### config.mk
export PLATFORM = sky130hd
export DESIGN_NAME = maxpool_engine
export DESIGN_NICKNAME = d
export VERILOG_FILES = /design/src/rtl/nn_pkg.sv /design/src/rtl/pool_scan_ctr.sv /design/src/rtl/maxpool_engine.sv
export SDC_FILE = /design/constraint.sdc
export NUM_CORES = 1
export LEC_CHECK = 0
export ABC_AREA = 1
export BUFFER_PORTS_ARGS = -buffer_cell sky130_fd_sc_hd__buf_2
export CORE_MARGIN = 2
export CORE_UTILIZATION = 43
export DETAILED_ROUTE_END_ITERATION = 10
export HOLD_SLACK_MARGIN = 0.15
export SKIP_LAST_GASP = 1
export SYNTH_ARGS = -nofsm -noshare
export SYNTH_HDL_FRONTEND = slang
export SYNTH_HIERARCHICAL = 1
export SYNTH_SLANG_ARGS = --single-unit
### constraint.sdc
create_clock -name clk -period 5.4 [get_ports clk]
set_input_delay 0 -clock clk [delete_from_list [all_inputs] [get_ports clk]]
set_output_delay 0 -clock clk [all_outputs]
set_load 0.01 [all_outputs]
### src/rtl/nn_pkg.sv
// Shared constants and types for the feature-map pipeline: word format, layer state codes,
// pooled output geometry per layer, and the max-pool engine's FSM and index types.
package nn_pkg;

    localparam int unsigned DATSIZE = 22;
    localparam int unsigned FPSHIFT = 14;

    localparam logic [3:0] ST_READ  = 4'b0001;
    localparam logic [3:0] ST_CONV1 = 4'b0010;
    localparam logic [3:0] ST_POOL1 = 4'b0011;
    localparam logic [3:0] ST_CONV2 = 4'b0100;
    localparam logic [3:0] ST_POOL2 = 4'b0101;
    localparam logic [3:0] ST_POOL3 = 4'b0110;
    localparam logic [3:0] ST_CONV3 = 4'b0111;

    localparam int unsigned POOL1_H = 16, POOL1_W = 16, POOL1_C = 16;
    localparam int unsigned POOL2_H = 8,  POOL2_W = 8,  POOL2_C = 32;
    localparam int unsigned POOL3_H = 4,  POOL3_W = 4,  POOL3_C = 64;

    typedef enum logic [2:0] {
        S_IDLE,
        S_UP,
        S_DOWN,
        S_DRAIN,
        S_DONE
    } pool_state_t;

    typedef struct packed {
        logic       ok;
        logic [5:0] w_max;
        logic [5:0] h_max;
        logic [5:0] c_max;
    } pool_geom_t;

    typedef struct packed {
        logic [4:0] y;
        logic [4:0] x;
        logic [5:0] c;
    } pool_widx_t;

    // Inclusive upper indices of the pooled output volume; ok=0 for non-pool codes.
    function automatic pool_geom_t pool_geom(input logic [3:0] code);
        pool_geom_t g;
        g = '0;
        case (code)
            ST_POOL1: begin
                g.ok = 1'b1;
                g.w_max = 6'(POOL1_W - 1); g.h_max = 6'(POOL1_H - 1); g.c_max = 6'(POOL1_C - 1);
            end
            ST_POOL2: begin
                g.ok = 1'b1;
                g.w_max = 6'(POOL2_W - 1); g.h_max = 6'(POOL2_H - 1); g.c_max = 6'(POOL2_C - 1);
            end
            ST_POOL3: begin
                g.ok = 1'b1;
                g.w_max = 6'(POOL3_W - 1); g.h_max = 6'(POOL3_H - 1); g.c_max = 6'(POOL3_C - 1);
            end
            default: g = '0;
        endcase
        return g;
    endfunction

endpackage

### src/rtl/pool_scan_ctr.sv
// Pooled-window scan counter: x fastest, then y, then c, with limits latched on load.
module pool_scan_ctr (
    input  logic       clk,
    input  logic       rst_n,
    input  logic       load,
    input  logic       advance,
    input  logic [5:0] w_max,
    input  logic [5:0] h_max,
    input  logic [5:0] c_max,
    output logic [5:0] x,
    output logic [5:0] y,
    output logic [5:0] c,
    output logic       last
);

    logic [5:0] w_lim, h_lim, c_lim;

    always_ff @(posedge clk) begin
        if (!rst_n) begin
            w_lim <= '0;
            h_lim <= '0;
            c_lim <= '0;
            x     <= '0;
            y     <= '0;
            c     <= '0;
        end else if (load) begin
            w_lim <= w_max;
            h_lim <= h_max;
            c_lim <= c_max;
            x     <= '0;
            y     <= '0;
            c     <= '0;
        end else if (advance) begin
            if (x == w_lim) begin
                x <= '0;
                if (y == h_lim) begin
                    y <= '0;
                    c <= (c == c_lim) ? '0 : c + 6'd1;
                end else begin
                    y <= y + 6'd1;
                end
            end else begin
                x <= x + 6'd1;
            end
        end
    end

    assign last = (x == w_lim) && (y == h_lim) && (c == c_lim);

endmodule

### src/rtl/maxpool_engine.sv
// 2x2/stride-2 max-pool sequencer: reads up/down row pairs from feat_buf_pool and
// writes one signed max per window, one window every two cycles.
module maxpool_engine #(
    parameter int DATSIZE = 22
) (
    input  logic                   clk,
    input  logic                   rst_n,
    input  logic                   start,
    input  logic [3:0]             layer,
    output logic                   busy,
    output logic                   done,
    output logic                   rd_en,
    output logic [5:0]             rd_y,
    output logic [5:0]             rd_x,
    output logic [5:0]             rd_c,
    output logic                   rd_updown,
    input  logic [2*DATSIZE-1:0]   rd_data,
    output logic                   wr_en,
    output logic [4:0]             wr_y,
    output logic [4:0]             wr_x,
    output logic [5:0]             wr_c,
    output logic [DATSIZE-1:0]     wr_data
);

    import nn_pkg::*;

    pool_state_t        state_q, state_d;
    pool_geom_t         geom;
    logic               accept;
    logic [5:0]         cx, cy, cc;
    logic               last;
    logic               up_cap, down_cap;
    pool_widx_t         idx1, idx2;
    logic [DATSIZE-1:0] up_max, pair_max;

    function automatic logic [DATSIZE-1:0] smax(input logic [DATSIZE-1:0] a,
                                                input logic [DATSIZE-1:0] b);
        return ($signed(a) > $signed(b)) ? a : b;
    endfunction

    assign geom   = pool_geom(layer);
    assign accept = (state_q == S_IDLE) && start && geom.ok;

    pool_scan_ctr u_scan (
        .clk     (clk),
        .rst_n   (rst_n),
        .load    (accept),
        .advance (state_q == S_DOWN),
        .w_max   (geom.w_max),
        .h_max   (geom.h_max),
        .c_max   (geom.c_max),
        .x       (cx),
        .y       (cy),
        .c       (cc),
        .last    (last)
    );

    always_ff @(posedge clk) begin
        if (!rst_n) state_q <= S_IDLE;
        else        state_q <= state_d;
    end

    always_comb begin
        state_d   = state_q;
        rd_en     = 1'b0;
        rd_updown = 1'b0;
        case (state_q)
            S_IDLE:  if (accept) state_d = S_UP;
            S_UP: begin
                rd_en   = 1'b1;
                state_d = S_DOWN;
            end
            S_DOWN: begin
                rd_en     = 1'b1;
                rd_updown = 1'b1;
                state_d   = last ? S_DRAIN : S_UP;
            end
            S_DRAIN: if (wr_en) state_d = S_DONE;
            S_DONE:  state_d = S_IDLE;
            default: state_d = S_IDLE;
        endcase
    end

    assign busy     = (state_q != S_IDLE);
    assign done     = (state_q == S_DONE);
    assign rd_y     = rd_en ? cy : '0;
    assign rd_x     = rd_en ? cx : '0;
    assign rd_c     = rd_en ? cc : '0;
    assign pair_max = smax(rd_data[DATSIZE-1:0], rd_data[2*DATSIZE-1:DATSIZE]);

    // up_cap/down_cap mark the cycles in which rd_data carries the upper/lower pair.
    always_ff @(posedge clk) begin
        if (!rst_n) begin
            up_cap   <= 1'b0;
            down_cap <= 1'b0;
            idx1     <= '0;
            idx2     <= '0;
            up_max   <= '0;
            wr_en    <= 1'b0;
            wr_y     <= '0;
            wr_x     <= '0;
            wr_c     <= '0;
            wr_data  <= '0;
        end else begin
            up_cap   <= (state_q == S_UP);
            down_cap <= (state_q == S_DOWN);
            if (state_q == S_UP) idx1 <= '{y: cy[4:0], x: cx[4:0], c: cc};
            if (up_cap) begin
                up_max <= pair_max;
                idx2   <= idx1;
            end
            if (down_cap) begin
                wr_en   <= 1'b1;
                wr_y    <= idx2.y;
                wr_x    <= idx2.x;
                wr_c    <= idx2.c;
                wr_data <= smax(up_max, pair_max);
            end else begin
                wr_en   <= 1'b0;
                wr_y    <= '0;
                wr_x    <= '0;
                wr_c    <= '0;
                wr_data <= '0;
            end
        end
    end

endmodule
==> results of run 1 <==
==> metrics by stage <==
| step | hold WS (ps) | worst slack [ps] | std cells | cell area [um^2] |
|---|---|---|---|---|
| after global placement | 336 | 879 | 1401 | 8170 |
| after floorplan | 138 | 2520 | 1097 | 7520 |
| after global routing | 267 | 12.9 | 1507 | 9480 |
| after detailed placement | 332 | 922 | 1401 | 8170 |
| after CTS | 198 | 323 | 1507 | 9480 |
| final | 204 | 334 | 1507 | 9480 |
==> cell usage after synthesis, drive strengths merged, types with 2 or more instances <==
cell	count
dfxtp	134
xor2	7
clkbuf	20
nand4	10
o21ai	58
nor2	173
a21oi	61
nand2	227
inv	205
a21o	2
buf	17
ha	47
nand3	101
clkinv	2
and2	21
nor3	4
==> cell type report <==
cell class	instances	area, um^2
fillers	1680	7700
multi-input cells	719	3830
flip-flops and latches	134	2680
repair buffers	190	1330
inverters	207	777
clock buffers	18	429
well taps	225	282
clock inverters	14	140
==> worst paths after layout <==
path         cells after the start           to  slack (ps)   startpoint
min reg2reg                      2      wr_c[4]         420      idx2[4]
max reg2reg                     14  wr_data[19]        2500   up_max[21]
max                             26  wr_data[19]         330  rd_data[21]
min                              3   state_q[1]         200        rst_n
==> routing by layer <==
| layer | vias up | wire length, um |
|---|---|---|
| met4 | 0 | 383 |
| li1 | 3721 | - |
| met2 | 153 | 8230 |
| met5 | - | 0 |
| met3 | 32 | 760 |
| met1 | 3057 | 9060 |
==> flip-flops by register name, indices dropped and copies added, names as in the netlist <==
signal	cells
up_cap	1
u_scan/x	6
u_scan/c_lim	6
up_max	22
state_q	3
wr_en	1
u_scan/y	6
idx1	16
idx2	16
down_cap	1
wr_x	5
wr_y	5
wr_c	6
u_scan/w_lim	6
wr_data	22
u_scan/c	6
u_scan/h_lim	6
==> report_power, final <==
| group | internal (mW) | leakage [nW] | total [mW] | switching, mW |
|---|---|---|---|---|
| logic | 0.262 | 3.56 | 0.644 | 0.381 |
| registers | 1.04 | 1.09 | 1.08 | 0.0364 |
| clock network | 0.645 | 0.275 | 1.12 | 0.472 |
| total | 1.95 | 4.92 | 2.84 | 0.890 |
==> repair_timing <==
item / CTS / global route
gates resized for setup: 0 / 0
buffers inserted: 0 / 0
hold endpoints to repair: 51 / 0
hold buffers: 74 / 0
endpoints found under the setup margin: 0 / 3
==> worst register-to-register path, stage by stage, from the launching register on <==
cell and delay (ps):
dfxtp_1 330, ha_1 350, nand2_1 80, nor2_1 140, nand2_1 90, nor2_1 150, nand2_1 90, nand3_1 90
nand2_1 60, nand3_2 260, buf_4 380, nand3_1 120, dlygate4sd3_1 570, nand2_1 60, inv_1 30
==> cells by family (layout without fill, tap and decap cells) <==
kind of cell | Yosys count | in the layout | synth area share [%]
AOI/OAI and AO/OA | 122 | 122 | 8.23
xor gates and xnor gates | 7 | 7 | 0.817
adders and majority gates | 47 | 47 | 7.83
buffers and inverters | 244 | 429 | 13.4
DFF | 134 | 134 | 35.7
other | 1 | 4 | 0.0500
and+or+nand+nor | 539 | 539 | 34.0
==> impl_metrics.csv, run 1 <==
group,metric,value,unit
floorplan,ioPinCount,112,
clock_network,cts_buffer_depth,2,
drt,ant_nets,0,
layout,nets,1367,
floorplan,start_util,43.7,%
layout,drive_above_1_share,15.8,%
global_routing,grt_pass1_vias,6164,
yosys,syn_area,7510,um^2
timing,slew_viol_final,0,
global_routing,grt_pass1_wl,29800,um
pwr,p_per_area,299,nW/um^2
timing,max_freq,0.197,GHz
clock_network,insertion_delay,430,ps
yosys,yosysSeqAreaShare,35.7,%
worst_setup_path,worst-path-max-fanout,28,
timing,worst_pin_slew,930,ps
global_routing,busiest_layer,"met2",
drt,firstDrtPassIters,5,
worst_setup_path,cpMostUsedCell,"nand2_1",
worst_setup_path,max_stage_delay,570,ps
timing,hold_viol,0,
placement,place_congestion,0.807,
outcome,status,"finished clean",
timing,period_share,93.8,%
pwr,p_leak,4.92,nW
clock_network,root_buffer,"clkbuf_16",
worst_setup_path,cp_top_family,"simple AND/OR/NAND/NOR gates",
worst_setup_path,crit_type,"primary input to flop",
drt,avgRoutedWirePerCell,12.2,um
pwr,finalPower,2.84,mW
clock_network,cts_buffers,17,
layout,mostFrequentLayoutCells,"inv_1, nand2_1, nor2_1, dfxtp_1, buf_2",
worst_setup_path,slowest_stage,"dlygate4sd3_1",
global_routing,grt.total_usage,20.4,%
pwr,ir_worst_vdd,0.219,mV
floorplan,die_y,136,um
layout,n_antenna_cell,0,
drt,drc,0,
drt,vias,6963,
yosys,synth_top_area_cell,"dfxtp_1",
placement,port_buffers,111,
yosys,yosysWarnings,6,
yosys,synth_top_area_share,35.7,%
yosys,ys_ff_latch,134,
global_routing,antenna_found_initial,0,
floorplan,coreArea,17200,um^2
global_routing,gr-total-overflow,0,
floorplan,rows,48,
global_routing,grt_max_degree,55,
timing,maxSlewHeadroom,37.6,%
timing,clock_skew,9.50,ps
yosys,synthTopCellsByArea,"dfxtp_1, inv_1, nand2_1",
timing,setup_viol,0,
timing,rsz0062_at_grt,"false",
drt,drt_iter0_markers,347,
job,max_cap_viol_count,0,
layout,layout_commonest_cell,"inv_1",
global_routing,gr-usage-met1,27.7,%
timing,min_period,5070,ps
placement,dp_hpwl,12700,um
worst_setup_path,arrival,5390,ps
clock_network,cts.reportedPaths.clkPinSlew,60,ps
yosys,syn_area_per_cell,6.86,um^2
worst_setup_path,required,5720,ps
yosys,synth_ff_type,"dfxtp_1",
timing,fin_setup_tns,0,ps
worst_setup_path,worst_setup_path_end_kind,"flop",
hold_path,hold_class,"primary input to flop",
worst_setup_path,start_kind,"primary input",
global_routing,use_met2,32.3,%
yosys,synth_cells,1094,
yosys,async_reset_ff_share,0,%
drt,via_per_inst,4.62,
global_routing,met3_usage,4.03,%
clock_network,tritoncts,"yes",
worst_setup_path,cp_num_buf_inv,6,
drt,routed_wl,18400,um
layout,post-route-util,55.2,%
clock_network,htree_levels,4,
yosys,synth.distinct_cells,35,
floorplan,dieArea,18500,um^2
floorplan,die_x,136,um
layout,area_growth_syn_to_layout,26.2,%
yosys,synth-edff-count,0,
clock_network,cts.sinks,134,
Power figures use the tool's default switching activity.
==> run 2, diff against run 1 <==
--- a/config.mk
+++ b/config.mk
@@ -8,7 +8,7 @@
 export ABC_AREA = 1
 export BUFFER_PORTS_ARGS = -buffer_cell sky130_fd_sc_hd__buf_2
 export CORE_MARGIN = 2
-export CORE_UTILIZATION = 43
+export CORE_UTILIZATION = 29
 export DETAILED_ROUTE_END_ITERATION = 10
 export HOLD_SLACK_MARGIN = 0.15
 export SKIP_LAST_GASP = 1
==> run 2 against run 1 <==
Total power is 4.3% higher. Largest cell class unchanged. Clock power up 9%. Worst setup slack improved by 300 ps. Global-route usage decreased by 5.9 points. Sequential share of layout area decreased by 0.73 points. Sequential power is essentially flat. Clock skew up 5.6 ps. Combinational power increased by 3%. Critical endpoint is now wr_data[12]. Largest power group unchanged. Flip-flop and latch count is the same. Cell count grew 7.3%. Cell area increased by 2.6%.
==> impl_metrics.csv, run 2 (synthesis results as in run 1) <==
group,metric,value,unit
floorplan,dieArea,27200,um^2
pwr,p_int,2.07,mW
worst_setup_path,worst_setup_path_end_kind,"flop",
worst_setup_path,cp_top_family,"simple AND/OR/NAND/NOR gates",
layout,nFillCells,2648,
layout,drive_above_1_share,16.2,%
floorplan,ioPinCount,112,
hold_path,hold_class,"primary input to flop",
floorplan,start_util,29.6,%
global_routing,gr-usage-met1,17.6,%
clock_network,cts.reportedPaths.clkPinSlew,60,ps
global_routing,gr-total-overflow,0,
clock_network,root_buffer,"clkbuf_16",
layout,nets,1372,
worst_setup_path,cpMostUsedCell,"nand2_1",
global_routing,busiest_layer,"met2",
clock_network,cts_buffer_depth,2,
worst_setup_path,start_kind,"primary input",
pwr,p_per_area,304,nW/um^2
global_routing,antenna_found_initial,0,
global_routing,met3_usage,2.74,%
pwr,comb_power_share,22.3,%
floorplan,die_y,165,um
layout,reg_top3,"up_max x22, wr_data x22",
layout,multi_input_comb_area,3830,um^2
worst_setup_path,worstRegToRegCells,14,
timing,rsz0062_at_grt,"false",
pwr,power_frac_clock,41.4,%
global_routing,use_met2,25.7,%
drt,vias,6988,
worst_setup_path,slowest_stage,"dlygate4sd3_1",
worst_setup_path,timing.rr.end,"wr_data[12]",
pwr,p_leak,4.98,nW
drt,via_per_inst,4.32,
placement,port_buffers,111,
worst_setup_path,required,5720,ps
timing,hold_viol,0,
pwr,ir_worst_vdd,0.145,mV
worst_setup_path,worst-path-max-fanout,32,
timing,period_share,88.2,%
drt,firstDrtPassIters,5,
worst_setup_path,cp_num_buf_inv,7,
layout,n_antenna_cell,0,
job,max_cap_viol_count,0,
floorplan,die_x,165,um
global_routing,grt_pass1_vias,6721,
worst_setup_path,max_stage_delay,570,ps
global_routing,grt_max_degree,55,
drt,drc,0,
clock_network,cts_resized,0,
worst_setup_path,cp_num_cells,27,
worst_setup_path,crit_end,"wr_data[12]",
drt,drt_iter0_markers,374,
floorplan,rows,58,
timing,max_freq,0.210,GHz
timing,min_period,4760,ps
pwr,p_sw_share,30.2,%
timing,setup_viol,0,
timing,maxSlewHeadroom,34.1,%
pwr,seqPwrFrac,36.3,%
global_routing,grt.total_usage,14.5,%
outcome,status,"finished clean",
layout,area_growth_syn_to_layout,29.6,%
drt,routed_wl,19000,um
drt,avgRoutedWirePerCell,11.7,um
worst_setup_path,worst-r2r-setup-slack,2500,ps
clock_network,htree_levels,4,
pwr,p_sw,893,uW
clock_network,cts_buffers,17,
layout,layout_commonest_cell,"inv_1",
worst_setup_path,crit_type,"primary input to flop",
clock_network,cts.sinks,134,
worst_setup_path,setup.worst_path.start,"rd_data[43]",
layout,mostFrequentLayoutCells,"inv_1, nand2_1, nor2_1, dfxtp_1, buf_2",
timing,clock_skew,15.1,ps
timing,worst_pin_slew,982,ps
global_routing,grt_pass1_wl,31500,um
layout,seqCellArea,2680,um^2
placement,place_congestion,0.799,
clock_network,tritoncts,"yes",
timing,slew_viol_final,0,
drt,ant_nets,0,
timing,fin_setup_tns,0,ps
timing,timing.hold.ws,201,ps
clock_network,insertion_delay,420,ps
floorplan,coreArea,25300,um^2
worst_setup_path,arrival,5090,ps
placement,dp_hpwl,13100,um
worst_setup_path,r2r-start,"up_max[3]",
run 2: cell count changes in the layout (fill, tap and decap cells not counted):
cell,before,now
clkinv_2,1,0
clkinv_4,3,1
clkinvlp_4,2,3
clkbuf_8,0,1
buf_12,0,2
buf_4,5,8
clkbuf_1,1,0
bufinv_16,1,3
run 2: power by group through the flow:
| stage | logic (mW) | registers [mW] | clock network (mW) |
|---|---|---|---|
| 2_1_floorplan | 0.454 | 1.08 | 0 |
| 6_report | 0.661 | 1.07 | 1.22 |
| 3_3_place_gp | 0.556 | 1.09 | 0 |
| 4_1_cts | 0.645 | 1.07 | 1.26 |
| 5_1_grt | 0.758 | 1.08 | 1.30 |
| 3_5_place_dp | 0.568 | 1.09 | 0 |
run 2: layer usage:
layer  vias to the layer above  wire [um]
met2                       148       8980
met4                         0        339
li1                       3729          -
met5                         -          0
met3                        25        742
met1                      3086       8930
run 2: cell type report:
class | count | share of cell area (%)
Multi-Input combinational cell | 719 | 39.4
Sequential cell | 134 | 27.6
Timing Repair Buffer | 195 | 14.4
Inverter | 207 | 7.99
Clock buffer | 18 | 4.52
Tap cell | 330 | 4.25
Clock inverter | 14 | 1.90
run 2: timing repair:
action / 4_1_cts / 5_1_grt
endpoints found under the hold margin: 50 / 0
setup endpoints to repair: 0 / 11
hold buffers: 74 / 0
buffers inserted: 0 / 5
run 2: stage by stage:
step / cells / worst slack, ps / area (um^2) / util, % / power [mW]
3_3_place_gp: 1506 / 1070 / 8300 / 32.8 / 1.65
4_1_cts: 1612 / 318 / 9660 / 38.2 / 2.98
2_1_floorplan: 1097 / 2520 / 7520 / - / 1.54
6_report: 1617 / 638 / 9730 / 38.4 / 2.96
5_1_grt: 1617 / 243 / 9730 / 38.4 / 3.14
3_5_place_dp: 1506 / 962 / 8300 / 32.8 / 1.66
run 2: worst min path at each step:
stage	start	endpoint	slack, ps	cells past startpoint
global route	rst_n	state_q[1]	260	3
CTS	layer[3]	u_scan/w_lim[2]	190	6
global placement	rd_data[33]	wr_data[11]	340	5
floorplan	rst_n	idx2[10]	140	2
detailed placement	rd_data[29]	wr_data[7]	340	5
finish	rst_n	state_q[1]	200	3
run 2: worst reg2reg max path, cell delays in order, from the launching register on:
cell	delay, ps
dfxtp_1	330
ha_1	300
nand2_1	80
nor2_1	240
nand2_1	90
nand3_1	120
nand2_1	90
nand3_1	90
nand2_1	70
nand3_2	210
buf_4	380
nand3_1	140
dlygate4sd3_1	570
nand2_1	60
inv_1	30
